$ cat src/rtl/falco_pkg.sv
// Shared integer-core parameters and types for the issue-queue blocks.
package falco_pkg;

    // Integer issue-queue geometry defaults.
    localparam int INT_IQ_SIZE     = 8;
    localparam int INT_ISSUE_WIDTH = 2;
    localparam int DISPATCH_WIDTH  = 2;
    localparam int INT_IQ_IDX_W    = $clog2(INT_IQ_SIZE);

    typedef logic [INT_IQ_IDX_W-1:0] int_iq_idx_t;

    // Bits needed to hold a population count of n flags (0..n inclusive).
    function automatic int rank_width(input int n);
        return $clog2(n + 1);
    endfunction

endpackage

$ cat src/rtl/age_rank_popcount.sv
// One age-matrix row reduced to a rank: how many current candidates are
// older than this slot.
module age_rank_popcount
    import falco_pkg::*;
#(
    parameter int N_ENTRY = INT_IQ_SIZE,
    parameter int CNT_W   = rank_width(N_ENTRY)
) (
    input  logic [N_ENTRY-1:0] row,
    input  logic [N_ENTRY-1:0] mask,
    output logic [CNT_W-1:0]   count
);

    // Masked population count of the row.
    always_comb begin
        // NOTE: combinational blocks use blocking '=' so the running sum is
        // read back within the same evaluation; sequential blocks use '<='.
        count = '0;
        for (int j = 0; j < N_ENTRY; j++) begin
            count = count + CNT_W'(row[j] & mask[j]);
        end
    end

endmodule

$ cat src/rtl/int_age_matrix_picker.sv
// Oldest-first picker for the integer issue queue. Relative age lives in an
// N_ENTRY x N_ENTRY matrix; older[i][j]=1 means slot j is older than slot i.
// Each candidate's rank is the number of older candidates, and grant slot s
// takes the candidate whose rank equals s, so grants come out oldest-first
// and compacted. Grants are registered and retire their slots on load.
module int_age_matrix_picker
    import falco_pkg::*;
#(
    parameter int N_ENTRY = INT_IQ_SIZE,
    parameter int ISSUE_W = INT_ISSUE_WIDTH,
    parameter int ALLOC_W = DISPATCH_WIDTH,
    parameter int IDX_W   = $clog2(N_ENTRY)
) (
    input  logic                            clk,
    input  logic                            rst,
    input  logic                            flush,
    input  logic [ALLOC_W-1:0]              alloc_valid,
    input  logic [ALLOC_W-1:0][IDX_W-1:0]   alloc_idx,
    input  logic [N_ENTRY-1:0]              req_ready,
    input  logic                            issue_stall,
    output logic [ISSUE_W-1:0]              grant_valid,
    output logic [ISSUE_W-1:0][IDX_W-1:0]   grant_idx
);

    localparam int CNT_W = rank_width(N_ENTRY);

    // Age-tracking state.
    logic [N_ENTRY-1:0]              valid;
    logic [N_ENTRY-1:0]              valid_next;
    logic [N_ENTRY-1:0][N_ENTRY-1:0] older;
    logic [N_ENTRY-1:0][N_ENTRY-1:0] older_next;

    // Select datapath.
    logic [N_ENTRY-1:0]              cand;
    logic [N_ENTRY-1:0][CNT_W-1:0]   rank;
    logic [ISSUE_W-1:0][N_ENTRY-1:0] sel;
    logic [N_ENTRY-1:0]              picked;
    logic [ISSUE_W-1:0]              grant_valid_next;
    logic [ISSUE_W-1:0][IDX_W-1:0]   grant_idx_next;

    // Allocation decode.
    logic [ALLOC_W-1:0][N_ENTRY-1:0] alloc_onehot;
    logic [N_ENTRY-1:0]              alloc_any;
    logic [N_ENTRY-1:0]              alloc_prior;

    // Slots allocated this cycle are not yet valid, so they cannot be candidates.
    assign cand = valid & req_ready;

    // Per-row rank: number of candidates older than slot i.
    for (genvar i = 0; i < N_ENTRY; i++) begin : g_rank
        age_rank_popcount #(
            .N_ENTRY (N_ENTRY),
            .CNT_W   (CNT_W)
        ) u_rank (
            .row   (older[i]),
            .mask  (cand),
            .count (rank[i])
        );
    end

    // Decode each allocation lane into a one-hot slot mask.
    always_comb begin
        // NOTE: every combinational output gets a default before any branch so
        // no path leaves it unassigned and no latch is inferred.
        alloc_onehot = '0;
        alloc_any    = '0;
        for (int k = 0; k < ALLOC_W; k++) begin
            if (alloc_valid[k]) begin
                alloc_onehot[k] = N_ENTRY'(1) << alloc_idx[k];
            end
            alloc_any = alloc_any | alloc_onehot[k];
        end
    end

    // Rank-to-slot one-hot select and index encode for each grant slot.
    always_comb begin
        sel              = '0;
        picked           = '0;
        grant_valid_next = '0;
        grant_idx_next   = '0;
        for (int s = 0; s < ISSUE_W; s++) begin
            for (int i = 0; i < N_ENTRY; i++) begin
                if (cand[i] && (rank[i] == CNT_W'(s))) begin
                    sel[s][i] = 1'b1;
                end
            end
            grant_valid_next[s] = |sel[s];
            for (int i = 0; i < N_ENTRY; i++) begin
                if (sel[s][i]) begin
                    grant_idx_next[s] = grant_idx_next[s] | IDX_W'(i);
                end
            end
            picked = picked | sel[s];
        end
    end

    // Next valid vector and age matrix: flush, then select retire, then alloc.
    always_comb begin
        valid_next  = valid;
        older_next  = older;
        alloc_prior = '0;
        if (flush) begin
            // The matrix is left alone; stale bits are masked by valid.
            valid_next = '0;
        end else begin
            if (!issue_stall) begin
                valid_next = valid_next & ~picked;
            end
            // Clear the columns of newly allocated slots first, so the row
            // writes below keep a younger lane's view of older same-cycle lanes.
            for (int j = 0; j < N_ENTRY; j++) begin
                older_next[j] = older_next[j] & ~alloc_any;
            end
            for (int k = 0; k < ALLOC_W; k++) begin
                if (alloc_valid[k]) begin
                    older_next[alloc_idx[k]] = valid | alloc_prior;
                    valid_next[alloc_idx[k]] = 1'b1;
                end
                alloc_prior = alloc_prior | alloc_onehot[k];
            end
        end
    end

    // Age state registers.
    always_ff @(posedge clk or posedge rst) begin
        if (rst) begin
            valid <= '0;
            // NOTE: the age matrix is a flop array, not a RAM, so it takes the
            // async reset like any other state and starts from a known order.
            older <= '0;
        end else begin
            valid <= valid_next;
            older <= older_next;
        end
    end

    // Grant registers: load when the issue stage accepts, clear on flush.
    always_ff @(posedge clk or posedge rst) begin
        if (rst) begin
            grant_valid <= '0;
            grant_idx   <= '0;
        end else if (flush) begin
            grant_valid <= '0;
            grant_idx   <= '0;
        end else if (!issue_stall) begin
            grant_valid <= grant_valid_next;
            grant_idx   <= grant_idx_next;
        end
    end

    // Allocation legality: target slot must be free.
    for (genvar k = 0; k < ALLOC_W; k++) begin : g_alloc_chk
        a_alloc_free: assert property (@(posedge clk) disable iff (rst)
            alloc_valid[k] |-> !valid[alloc_idx[k]]);
        // Two lanes never target the same slot.
        for (genvar m = k + 1; m < ALLOC_W; m++) begin : g_pair
            a_alloc_distinct: assert property (@(posedge clk) disable iff (rst)
                !(alloc_valid[k] && alloc_valid[m] && (alloc_idx[k] == alloc_idx[m])));
        end
    end

    // Grant sanity: no slot granted twice, valid grants packed from slot 0.
    for (genvar s = 0; s < ISSUE_W; s++) begin : g_grant_chk
        for (genvar t = s + 1; t < ISSUE_W; t++) begin : g_pair
            a_grant_unique: assert property (@(posedge clk) disable iff (rst)
                !(grant_valid[s] && grant_valid[t] && (grant_idx[s] == grant_idx[t])));
        end
        if (s > 0) begin : g_compact
            a_grant_compact: assert property (@(posedge clk) disable iff (rst)
                grant_valid[s] |-> grant_valid[s-1]);
        end
    end

    // A slot is never older than itself.
    for (genvar i = 0; i < N_ENTRY; i++) begin : g_diag_chk
        a_diag_zero: assert property (@(posedge clk) disable iff (rst)
            !older[i][i]);
    end

endmodule

$ cat config.mk
export PLATFORM = sky130hd
export DESIGN_NAME = int_age_matrix_picker
export DESIGN_NICKNAME = d
export VERILOG_FILES = /design/src/rtl/falco_pkg.sv /design/src/rtl/age_rank_popcount.sv /design/src/rtl/int_age_matrix_picker.sv
export SDC_FILE = /design/constraint.sdc
export NUM_CORES = 1
export LEC_CHECK = 0
export CAP_MARGIN = 20
export CORE_MARGIN = 2
export CORE_UTILIZATION = 41
export CTS_CLUSTER_SIZE = 20
export DETAILED_ROUTE_END_ITERATION = 8
export HOLD_SLACK_MARGIN = 0.1
export PLACE_DENSITY = 0.55
export SYNTH_ARGS = -nofsm -noshare
export SYNTH_HDL_FRONTEND = slang
export SYNTH_HIERARCHICAL = 1
export SYNTH_SLANG_ARGS = --single-unit
$ cat constraint.sdc
create_clock -name clk -period 5.98 [get_ports clk]
set_clock_uncertainty 0.2 [all_clocks]
set_input_delay 1.196 -clock clk [delete_from_list [all_inputs] [get_ports clk]]
set_output_delay 1.196 -clock clk [all_outputs]
set_load 0.02 [all_outputs]
After elaboration in Yosys (flattened, before gate mapping):

Index checks and enable logic that the tools add are counted.

* register bits after elaboration: 80
* bits of input ports: 20
* output and inout bits: 8
* logic and storage cells: 247

* add/subtract/negate cells: 56
* $lt $le $gt $ge: 4
* equal/unequal tests: 9
* shift-type cells: 2
* multiplexer cells: 55
* bitwise operators: 81
* reduce and logical (&&, ||, !) cells: 28

Operators by type and width (number)
* $add A4 B4 Y4: 56
* $mux W64: 3
* $bwmux W64: 2
* $and A8 B8 Y8: 10
* $mux W8: 10
* $and A1 B1 Y1: 64
* $demux W8 S3: 2
* $or A8 B8 Y8: 5
* $eq A4 B1 Y1 const B: 8
* $logic_not A4 Y1: 8
* $mux W3: 8
* $mux W1: 20
* $logic_and A1 B1 Y1: 18
* $not A8 Y8: 2
* $reduce_or A8 Y1: 2
* $shl A1 B3 Y8 const A: 2
* $mux W2: 6
* $mux W6: 2
* $lt A3 B4 Y1 const B: 2
* $demux W1 S3: 2
* $ge A3 B1 Y1 const B: 2
* $ne A2 B2 Y1 const B: 1

Logic depth before layout (Yosys ltp):

Gate-level depths: netlist of run 1.

* word-level depth: 23
* depth in mapped cells: 16
* depth with buffers taken out: 15

Modules after synthesis:

The synthesis of run 1 kept the hierarchy.

By module, submodules not included
* int_age_matrix_picker: instances 1, cells an instance 471, area each 4266.6 um2, sequential area each 2001.9 um2
* age_rank_popcount: instances 8, cells an instance 25, area each 209.0 um2, sequential area each 0.0 um2

Least setup slack after synthesis of run 1:

OpenSTA, ideal clock, no wires.

* path type: input-to-reg
* start point: in req_ready[2]
* end point: reg grant_valid[0]
* library setup time: 0.095 ns
* arrival time: 5.034 ns
* data required time: 5.685 ns
* setup slack: 0.650 ns
* cell stages on the path: 15
* buffers on the path: 0
* cells stage by stage: and2_1 > and2_1 > fa_1 > inv_1 > fa_1 > inv_1 > fa_1 > ha_1 > inv_1 > fa_1 > inv_1 > or4b_2 > nor3b_1 > nor3b_1 > o31ai_1

RTL lines
* from (decl): RTL line int_age_matrix_picker.sv:19 `input logic [N_ENTRY-1:0] req_ready,`
* to (signal assigned): RTL line int_age_matrix_picker.sv:146 `grant_valid <= grant_valid_next;`
* to (decl): RTL line int_age_matrix_picker.sv:21 `output logic [ISSUE_W-1:0] grant_valid,`

==> results of run 1 <==
==> routing by layer <==
metal  vias to the layer above  global-route usage, %  part of all wire, %
met5                         -                      0                    0
met4                         0                   10.2                  2.7
met3                        31                   3.69                  5.7
met2                       195                   38.6                   46
met1                      2392                   34.5                   46
li1                       2259                      -                    -
==> registers in the layout, summed over array words and instances (netlist names) <==
signal       count
valid            8
grant_valid      2
grant_idx        6
older           64
==> cell families after synthesis <==
kind of cell | after synthesis | synth area share, %
flip-flops | 80 | 33.7
adder cells (fa/ha/maj) | 56 | 15.8
XOR/XNOR | 16 | 2.36
AND/OR/NAND/NOR | 167 | 18.4
AO/OA/AOI/OAI | 184 | 17.5
buffers and inverters | 168 | 12.2
==> synthesized netlist by cell type (all sizes together) (4+ instances only) <==
library cell | number | area share (%)
inv | 130 | 8.2
a21oi | 110 | 9.3
dfrtp | 80 | 34
o22ai | 56 | 6.1
and2 | 55 | 5.8
fa | 32 | 11
ha | 24 | 5.1
buf | 23 | 3.0
nand2 | 21 | 1.3
xnor2 | 16 | 2.4
clkbuf | 15 | 0.95
nor3 | 15 | 1.3
nor2b | 11 | 1.2
nor2 | 10 | 1.1
or2 | 10 | 1.1
o21ai | 7 | 0.59
and4b | 6 | 1.1
and4bb | 6 | 1.3
nand3 | 5 | 0.42
or3 | 5 | 0.53
nand2b | 4 | 0.42
nor3b | 4 | 0.51
nor4b | 4 | 1.1
==> through the flow <==
stage / cell area, um2 / total power (uW)
final: 6710 / 1530
after global routing: 6710 / 1580
after CTS: 6690 / 1530
after detailed placement: 6310 / 835
after global placement: 6310 / 831
after floorplan: 5940 / 757
==> final cells by class <==
type                    instances  area share, %
well taps                     180           3.36
repair buffers                 43           5.75
clock inverters                 5           1.90
clock buffers                  11           3.62
multi-input cells             423           48.2
flip-flops and latches         80           29.9
inverters                     130           7.30
==> power groups by stage <==
| stage | Sequential [uW] | Combinational [uW] | Clock, uW |
|---|---|---|---|
| CTS | 624 | 202 | 708 |
| global placement | 632 | 199 | 0 |
| detailed placement | 634 | 201 | 0 |
| floorplan | 621 | 136 | 0 |
| finish | 626 | 203 | 700 |
| global route | 630 | 225 | 730 |
==> critical path: stages <==
cell and delay [ns]:
clkdlybuf4s50_1 0.43, and2_1 0.28, buf_4 0.20, and2_1 0.15, fa_1 0.48, inv_1 0.06
fa_1 0.54, inv_1 0.06, fa_1 0.54, ha_1 0.16, inv_1 0.05, fa_1 0.47
inv_1 0.05, or3_1 0.37, nor3b_1 0.32, buf_4 0.20, nor4_1 0.05, nor3_1 0.20
==> final timing paths <==
| path | end | slack (ns) | depth (start not counted) |
|---|---|---|---|
| min reg2reg | grant_idx[0] | 0.28 | 2 |
| max in group asynchronous | older[11] | 3.47 | 3 |
| max | grant_idx[1] | 0.22 | 18 |
| max reg2reg | grant_idx[1] | 0.83 | 17 |
| min in group asynchronous | older[54] | 1.00 | 2 |
| min | grant_idx[0] | 0.28 | 2 |
==> results.md, run 1 <==
* Outcome: finished clean
* Post-layout minimum cycle time at 5.76 ns
* Layout cell share with drive strength beyond 1 at 9.83%
* Worst hold-check path type: reg2reg
* Full die area at 0.0155 mm2
* CTS tree: built
* H-tree depth at 3
* RSZ-0062 raised after global routing: no
* Initial antenna violation count at 0
* Nature of the critical path startpoint: input port
* Avg Cell Area, Syn at 8.85 um2
* Switching Share at 25.8%
* Post-synth EDFFs at 0
* I/O Buffers at 27
* Highest ir drop seen on vdd at 0.136 mV
* Area Growth Syn to Fin at 12.9%
* Register share of total power at around two fifths
* Final core utilization at 47.9%
* Seq cells post-synth at 80
* Post-CTS resize count at 0
* Core Region at 0.0140 mm2
* Kind of critical path: in2reg
* FMAX at 0.174 GHz
* Die width at 124 um
* Most frequent cells in the layout: inv_1 (129), a21oi_1 (109), dfrtp_1 (80)
* Ys async rst share at 100%
* Power per cell area at 228 mW/mm2
* Vias in the first global route at 5124
* Synthesized cell area at roughly 0.006 mm2
* Commonest non-fill, non-tap cell in the layout: inv_1
* Placed Cells at 856
* Io pins at 28
* Sequential share of the synthesized area at 33.7%
* Final WS setup at about 0.22 ns
* Worst Path Arrival at slightly below 6 ns
* Critical Path End Type: flip-flop
* DRC errors left at 0
* Max Slew Vio Count at 0
* Nets at 763
* Period Utilization, post-route at a little over nine tenths
* DP HPWL at 12.9 mm
* Clk buf depth at 2
* FILL cells at 1387
* Area of the multi-input gates at 0.00323 mm2
* Leakage power at approximately 0.003 uW
* Rows at 43
* Data required, critical path at about 6 ns
* Clock Sink Count at 80
* 1st-pass router iterations at 5
* Comb power frac at 13.3%
* Final hold viol count at 0
* Grt ovf at 0
* Min Hold Slack at 0.284 ns
* Total Wirelength at between 15 and 20 mm
* Final setup viols at 0
* TritonCTS Buffers at 9
* P_sw at 394 uW
* Hold buffer count at CTS at 0
* Iter 0 DRT Violations at 431
* Clk_lat worst skew at around 0.35 ns
* Vias/cell at 5.59
* Detailed-route via count at 4877
* Setup crit start: req_ready[7]
* Worst-margin pin slew at just over 0.8 ns
* Register Area at 0.00200 mm2
* Synthesized instance count at around 670
* Hold Startpoint: grant_idx[0]
* Int Power at 1130 uW
* Post-route insts no fill at approximately 870
* Ant diodes at 0
* Net Count, Synth at 747
* Tot GR Track Use at 24.7%
* Main synth FF type: dfrtp_1
* Clock Power Share at a little under half
* Root Driver: clkbuf_16
* Setup Fix Bufs, Post-CTS at 0
* Per-cell routed wire length at 21.1 um
* Clk slew on worst S/H paths at ~0.070 ns
* Final TNS setup at 0 ns
* Worst R2R Start: valid[4]
* First-pass GRT wire length at 29.2 mm
* Yosys warns at 6
* Dpl ws at -0.169 ns
* Routed Antenna Nets at 0
* Count of cell types in the netlist at between 40 and 50
* CP max FO at 6
* Die Height at roughly 120 um
* Worst slew margin at between 40% and 50%
* Pin count of the biggest net entering global routing at 55
* Initial core utilization at between 40 and 50%
* RePlAce Congestion at approximately 0.9
* Max-cap violations at 0
No activity file was read; power rests on OpenSTA's default activity.
==> run 2: changes to the inputs <==
CORE_MARGIN = default   (was 2)
==> run 2 against run 1 <==
Against the previous run: first-iteration DRC count fell by 5.8%; final cell count grew 0.23%; sequential share of layout area up 0.23 points; core utilization shrank 0.37 points; cell area shrank 0.77%; hold slack better by 0.0089 ns; via count grew 1.5%; worst setup slack got worse by 0.013 ns; global-route usage is 1.8 points higher.
==> results.md, run 2 (same netlist as run 1, synthesis figures left out) <==
* Outcome: finished clean
* Worst hold-check path type: reg2reg
* TritonCTS Buffers at 9 (unchanged)
* Ant diodes at 0 (unchanged)
* Die width at 122 um (-1.6%)
* Layout cell share with drive strength beyond 1 at 9.80% (-0.028 points)
* Worst-margin pin slew at 0.914 ns (+0.0866 ns)
* P_sw at 394 uW (about the same)
* Rows at 43 (unchanged)
* CTS tree: built
* Per-cell routed wire length at 21.1 um (+0.21%)
* Iter 0 DRT Violations at 406 (-5.8%)
* Initial core utilization at 42.5% (unchanged)
* Total Wirelength at 18.5 mm (+0.44%)
* Max FFs per register at 64 (unchanged)
* Clk buf depth at 2 (unchanged)
* Area Growth Syn to Fin at 12.1%
* Clock Sink Count at 80 (unchanged)
* CP max FO at 5 (-1)
* Final setup viols at 0 (unchanged)
* DRC errors left at 0 (unchanged)
* Routed Antenna Nets at 0 (unchanged)
* Min Hold Slack at 0.293 ns (+0.00892 ns)
* Cell Chain, Critical Path: clkdlybuf4s50_1, and2_1, buf_4, and2_1, fa_1, inv_1, fa_1, inv_1, fa_1, ha_1, inv_1, fa_1, xnor2_1, nor3_2, and3b_1, o41ai_1, o31ai_1
* RePlAce Congestion at 0.892 (-0.57%)
* Die Height at 122 um (-1.6%)
* Full die area at 0.0150 mm2 (-3.2%)
* Max Slew Vio Count at 0 (unchanged)
* Power per cell area at 216 mW/mm2 (-5.4%)
* Root Driver: clkbuf_16
* DP HPWL at 12.8 mm (-1.3%)
* Clk slew on worst S/H paths at 0.07 ns (about the same)
* Data required, critical path at 5.99 ns (-0.05 ns)
* Most flop-heavy register: older
* CP max stage cell: o41ai_1
* Core Region at 0.0140 mm2 (unchanged)
* Tot Pwr at 1430 uW (-6.1%)
* Kind of critical path: in2reg
* Pin count of the biggest net entering global routing at 48 (-13%)
* Worst Path Arrival at 5.78 ns (-0.03 ns)
* Final hold viol count at 0 (unchanged)
* Commonest non-fill, non-tap cell in the layout: inv_1
* Switching Share at 27.5% (+1.7 points)
* Tot GR Track Use at 26.5% (+1.8 points)
* Period Utilization, post-route at 96.5% (+0.22 points)
* CP top delay family: adder cells
* First-pass GRT wire length at 28.8 mm (-1.0%)
* Grt ovf at 0 (unchanged)
* Highest ir drop seen on vdd at 0.151 mV (+11%)
* 1st-pass router iterations at 5 (unchanged)
* Nature of the critical path startpoint: input port
* Max-cap violations at 0 (unchanged)
* Detailed-route via count at 4950 (+1.5%)
* Vias/cell at 5.66 (+1.3%)
* Buf+Inv Stages, Crit Path at 5 (-2)
* Vias in the first global route at 5068 (-1.1%)
* Most used cell, CP: fa_1
* Io pins at 28 (unchanged)
* Top flop regs: older (64), valid (8), grant_idx (6)
* Initial antenna violation count at 0 (unchanged)
* Comb power frac at 14.2% (+0.9 points)
* Nets at 765 (+0.26%)
* Register share of total power at 43.6% (+2.7 points)
* Post-layout minimum cycle time at 5.77 ns (+0.0132 ns)
* Most frequent cells in the layout: inv_1 (129), a21oi_1 (109), dfrtp_1 (80)
* CP peak stage delay at 0.59 ns (+0.05 ns)
* Worst slew margin at 38.9% (-5.7 points)
* Leakage power at 0.00297 uW (-0.57%)
* I/O Buffers at 27 (unchanged)
* FMAX at 0.173 GHz (-0.23%)
* Int Power at 1040 uW (-8.2%)
* Clock Power Share at 42.2% (-3.6 points)
* Final core utilization at 47.6% (-0.37 points)
* RSZ-0062 raised after global routing: no
* FILL cells at 1379 (-0.58%)
* Final TNS setup at 0 ns (unchanged)
* Critical Path End Type: flip-flop
* Clk_lat worst skew at 0.35 ns (about the same)
* H-tree depth at 3 (unchanged)
==> run 2: cell count changes in the layout (fill, tap and decap cells not counted), sizes merged <==
cell      previous run  this run
buf                 17        19
clkinvlp             1         0
bufinv               4         1
clkbuf              11        14
clkinv               1         2
==> run 2: tightest hold or removal path, delay by kind of cell (launching register included) <==
kind             cells  cell delay (ns)
flip-flops           1             0.35
AND/OR/NAND/NOR      2             0.12
==> run 2: cell type report <==
cell class | instances | area, um2 | share of cell area [%]
clock inverter | 2 | 35.0 | 0.527
tap | 180 | 225 | 3.38
sequential | 80 | 2000 | 30.1
inverter | 130 | 489 | 7.35
multi-input combinational | 423 | 3220 | 48.4
clock buffer | 14 | 284 | 4.27
timing repair buffer | 45 | 400 | 6.02
==> run 2: path summary, 6_finish.rpt <==
kind                         startpoint              to  slack [ns]  depth (start not counted)
min in group asynchronous           rst        valid[6]        1.12                          2
hold / removal             grant_idx[0]    grant_idx[0]        0.29                          2
setup / recovery           req_ready[2]  grant_valid[0]        0.21                         17
hold reg to reg            grant_idx[0]    grant_idx[0]        0.29                          2
max in group asynchronous           rst       older[47]        3.45                          3
setup reg to reg               valid[4]  grant_valid[0]        0.82                         16
==> run 2: what timing repair did <==
item / 4_1_cts / 5_1_grt
setup buffers: 0 / 0
gates resized for setup: 0 / 1
hold buffers: 0 / 0
setup endpoints to repair: 0 / 1
==> run 2: layer usage <==
| metal | up-vias | wire, um | GRT usage, % |
|---|---|---|---|
| li1 | 2267 | - | - |
| met4 | 0 | 450 | 10.2 |
| met1 | 2437 | 8160 | 37.4 |
| met3 | 32 | 1480 | 4.23 |
| met2 | 214 | 8360 | 40.6 |
| met5 | - | 0 | 0 |
==> run 2: power groups by stage <==
stage | clock (uW) | sequential (uW) | combinational [uW]
6_report | 605 | 626 | 204
5_1_grt | 629 | 631 | 226
4_1_cts | 608 | 624 | 203
3_5_place_dp | 0 | 634 | 202
3_3_place_gp | 0 | 633 | 199
2_1_floorplan | 0 | 621 | 136
==> run 2: metrics by stage <==
step / setup slack (ns) / cells / area (um2)
6_report: 0.212 / 874 / 6650
5_1_grt: 0.0117 / 874 / 6650
4_1_cts: 0.232 / 874 / 6650
3_5_place_dp: -0.109 / 858 / 6330
3_3_place_gp: -0.136 / 858 / 6330
2_1_floorplan: 0.650 / 671 / 5940
